$ cat src/rtl/alu_share_arb.sv
// Two-port round-robin front end for one shared multicycle ALU.
// It grants a request, holds the operands on the ALU for LAT cycles and returns the result to the owning port.
module alu_share_arb #(
  parameter int LAT = 2
) (
  input  logic        clk,
  input  logic        rst_n,
  input  logic        req0_valid,
  output logic        req0_ready,
  input  logic [4:0]  req0_op,
  input  logic [31:0] req0_a,
  input  logic [31:0] req0_b,
  input  logic        req1_valid,
  output logic        req1_ready,
  input  logic [4:0]  req1_op,
  input  logic [31:0] req1_a,
  input  logic [31:0] req1_b,
  output logic        rsp0_valid,
  input  logic        rsp0_ready,
  output logic [31:0] rsp0_data,
  output logic        rsp1_valid,
  input  logic        rsp1_ready,
  output logic [31:0] rsp1_data,
  output logic [31:0] alu_op1,
  output logic [31:0] alu_op2,
  output logic [4:0]  alu_crl,
  input  logic [31:0] alu_res,
  output logic        busy
);
  typedef enum logic [1:0] {IDLE, EXEC, RESP} state_t;

  localparam logic [3:0] CNT_INIT = 4'(LAT - 1);

  state_t      state, state_nxt;
  logic [4:0]  op_q;
  logic [31:0] a_q, b_q, res_q;
  logic        owner, rr;
  logic [3:0]  cnt;
  logic        any_vld, gnt, hs;

  // Tie-break on rr only when both ports contend.
  always_comb begin
    any_vld    = req0_valid | req1_valid;
    gnt        = (req0_valid & req1_valid) ? rr : req1_valid;
    hs         = (state == IDLE) & any_vld;
    req0_ready = rst_n & hs & ~gnt;
    req1_ready = rst_n & hs & gnt;
  end

  always_comb begin
    state_nxt = state;
    case (state)
      IDLE:    if (any_vld) state_nxt = EXEC;
      EXEC:    if (cnt == 4'd0) state_nxt = RESP;
      RESP:    if (owner ? rsp1_ready : rsp0_ready) state_nxt = IDLE;
      default: state_nxt = IDLE;
    endcase
  end

  always_ff @(posedge clk or negedge rst_n) begin
    if (!rst_n) begin
      state <= IDLE;
      op_q  <= '0;
      a_q   <= '0;
      b_q   <= '0;
      res_q <= '0;
      owner <= 1'b0;
      rr    <= 1'b0;
      cnt   <= '0;
    end else begin
      state <= state_nxt;
      if (hs) begin
        op_q  <= gnt ? req1_op : req0_op;
        a_q   <= gnt ? req1_a  : req0_a;
        b_q   <= gnt ? req1_b  : req0_b;
        owner <= gnt;
        rr    <= ~gnt;
        cnt   <= CNT_INIT;
      end else if (state == EXEC) begin
        // alu_res is a LAT-cycle multicycle path from op_q/a_q/b_q.
        if (cnt == 4'd0) res_q <= alu_res;
        else             cnt   <= cnt - 4'd1;
      end
    end
  end

  assign rsp0_valid = (state == RESP) & ~owner;
  assign rsp1_valid = (state == RESP) & owner;
  assign rsp0_data  = res_q;
  assign rsp1_data  = res_q;
  assign alu_op1    = a_q;
  assign alu_op2    = b_q;
  assign alu_crl    = op_q;
  assign busy       = (state != IDLE);
endmodule

$ cat config.mk
export PLATFORM = sky130hd
export DESIGN_NAME = alu_share_arb
export DESIGN_NICKNAME = d
export VERILOG_FILES = /design/src/rtl/alu_share_arb.sv
export SDC_FILE = /design/constraint.sdc
export NUM_CORES = 1
export LEC_CHECK = 0
export BUFFER_PORTS_ARGS = -buffer_cell sky130_fd_sc_hd__buf_2
export CAP_MARGIN = 20
export CORE_AREA = 2 2 121 123
export CTS_CLUSTER_SIZE = 30
export DETAILED_ROUTE_END_ITERATION = 8
export DIE_AREA = 0 0 123 125
export PLACE_DENSITY = 0.67
export SYNTH_ARGS = -nofsm -noshare
export SYNTH_HDL_FRONTEND = slang
export SYNTH_SLANG_ARGS = --single-unit
$ cat constraint.sdc
create_clock -name clk -period 2.05 [get_ports clk]
set_clock_uncertainty 0.2 [all_clocks]
set_input_delay 0.41 -clock clk [delete_from_list [all_inputs] [get_ports clk]]
set_output_delay 0.41 -clock clk [all_outputs]
set_load 0.03 [all_outputs]
==> out/results.tsv <==
metric	value	unit
total_power	0.0135	W
die_x	123	um
gp_congestion	0.782	
initial_core_util	35.3	%
fillerInstances	1302	
fin_area	6950	um^2
powerDensity	1940	nW/um^2
drtIter0Drc	197	
wire_per_inst	18.8	um
cts_max_path_buffers	2	
period_needed	2.03	ns
root_buffer	clkbuf_16	
hold_class	input pin to flop	
grt_pass1_wl	23.7	mm
antenna_found_initial	1	
cp-start-kind	flop	
die_area	15400	um^2
end_kind	output pin	
ant_nets	0	
yosysWarnings	0	
tightest_slew	0.881	ns
vias	4445	
nets	842	
clock_latency	0.34	ns
core_area	14200	um^2
max_slew_margin	41.3	%
drt_pass1_iterations	4	
globalRouteMet1Util	22.6	%
grt_use_total	19.9	%
slew_violations	0	
cts_tree	yes	
hold_viol_final	0	
rows	44	
cts_buffers	9	
dp_hpwl	11.2	mm
grt_use_met3	4.88	%
multi_input_area	1830	um^2
die_height	125	um
viasPerCell	5.22	
drive_above_1_share	58.2	%
syn2layout_area_growth	38.7	%
fin_util	48.9	%
num_antenna_cells	0	
yosysUniqueCellTypes	30	
port_buffers	313	
cellLeakagePower	3.56	nW
crit_type	flop to output pin	
grt_max_degree	71	
drv_cap	0	
synth-seq-cells	109	
cts_max_level	3	
wirelength	16.0	mm
vdd_drop_max	0.666	mV
syn_area_per_cell	13.0	um^2
hold_ws	0.0909	ns
syn_nets	565	
status	completed	
ioPinCount	314	
clock.fmax	493	MHz
clock-sinks	109	
gr-usage-met2	35.4	%
seq_area	2730	um^2
cts.clk_slew.worst_paths	0.07	ns
drc	0	
netlist_area	5010	um^2
setup_viol	0	
busiest_layer	met2	
syn_inst	387	
dpl_cell_area	6500	um^2
cp_max_fo	4	
ys_seq_area_share	54.4	%
critPathArrivalTime	1.42	ns
tns	0	ns
rsz0062_at_grt	true	
grt_remaining_overflow	0	
grt_pass1_vias	4611	
fin_crit_sh	99.0	%
required	1.44	ns
==> synth_stat cells (all sizes together) <==
library cell / n / area share [%]
a211o: 1 / 0.17
a21boi: 70 / 10
a21o: 2 / 0.30
a21oi: 1 / 0.10
a221o: 69 / 14
and2: 2 / 0.25
and3: 2 / 0.25
and3b: 1 / 0.17
buf: 53 / 8.0
clkbuf: 14 / 1.0
dfrtp: 109 / 54
ha: 2 / 0.50
inv: 5 / 0.37
mux2: 32 / 7.2
mux2i: 3 / 0.60
nand2: 6 / 0.45
nand2b: 2 / 0.25
nand3: 1 / 0.10
nand3b: 1 / 0.15
nor2: 3 / 0.27
nor2b: 1 / 0.12
nor3b: 1 / 0.25
o21ai: 2 / 0.20
o311ai: 1 / 0.17
or2: 2 / 0.25
or3: 1 / 0.12
==> cell type report <==
| class | instances | area share [%] |
|---|---|---|
| Inverter | 5 | 0.270 |
| Sequential cell | 109 | 39.3 |
| Multi-Input combinational cell | 206 | 26.3 |
| Clock buffer | 11 | 3.64 |
| Timing Repair Buffer | 333 | 26.5 |
| Tap cell | 184 | 3.31 |
| Clock inverter | 4 | 0.684 |
==> worst paths after layout <==
path | startpoint | end | slack, ns | depth (start not counted)
max reg2reg | state[1] | alu_op2[2] | 0.16 | 6
max in group asynchronous | rst_n | alu_op1[23] | 0.39 | 3
min in group asynchronous | rst_n | rr | 0.53 | 3
min reg2reg | cnt[0] | cnt[0] | 0.28 | 1
max | state[1] | req1_ready | 0.02 | 4
min | req0_b[8] | alu_op2[8] | 0.09 | 2
==> registers in the layout, summed over array words and instances, names as in the netlist <==
signal / flops
rsp0_data: 32
alu_op2: 32
owner: 1
rr: 1
alu_op1: 32
state: 2
alu_crl: 5
cnt: 4
==> per-layer routing <==
layer,routed length (um),up-vias
met5,8,-
met3,1140,28
met4,390,2
met2,8210,202
li1,-,2004
met1,6290,2209
==> cells by family after synthesis <==
group	count (synthesis)	share of synthesized area, %
AOI/OAI and AO/OA	146	25.2
muxes	35	7.79
buffers and inverters	72	9.44
adders and majority gates	2	0.499
DFF	109	54.4
and+or+nand+nor	23	2.65
==> worst max-delay path: stages, from the launching register on <==
cell     delay (ns)
dfrtp_2        0.43
nor2_4         0.18
and3_4         0.22
and2_4         0.13
buf_6          0.12
==> per-stage QoR <==
step | std cells | setup WS, ns
after floorplan | 387 | 0.0428
after global placement | 827 | 0.234
after detailed placement | 827 | 0.188
after CTS | 848 | 0.00242
after global routing | 852 | -0.0466
final | 852 | 0.0205
==> placed cells by master, fill, tap and decap left out, types with 3 or more instances in the layout <==
master	Yosys	final
mux2i_1	3	3
clkbuf_16	0	10
a221o_1	69	69
a21boi_0	70	70
buf_4	32	14
dfrtp_1	109	108
mux2_2	32	32
buf_12	0	5
buf_2	12	309
inv_1	5	4
nand2_1	6	6
==> timing repair <==
action,4_1_cts,5_1_grt
cloned,1,1
pin swaps,2,5
hold buffers,1,0
gates resized for setup,10,1
hold endpoints to repair,39,0
setup endpoints to repair,3,4
buffers inserted,4,3
==> where the power goes <==
group,internal (W),switching [W]
registers,0.00323,0.000654
logic,0.00288,0.00494
clock network,0.00100,0.000754
Power figures use the tool's default switching activity.
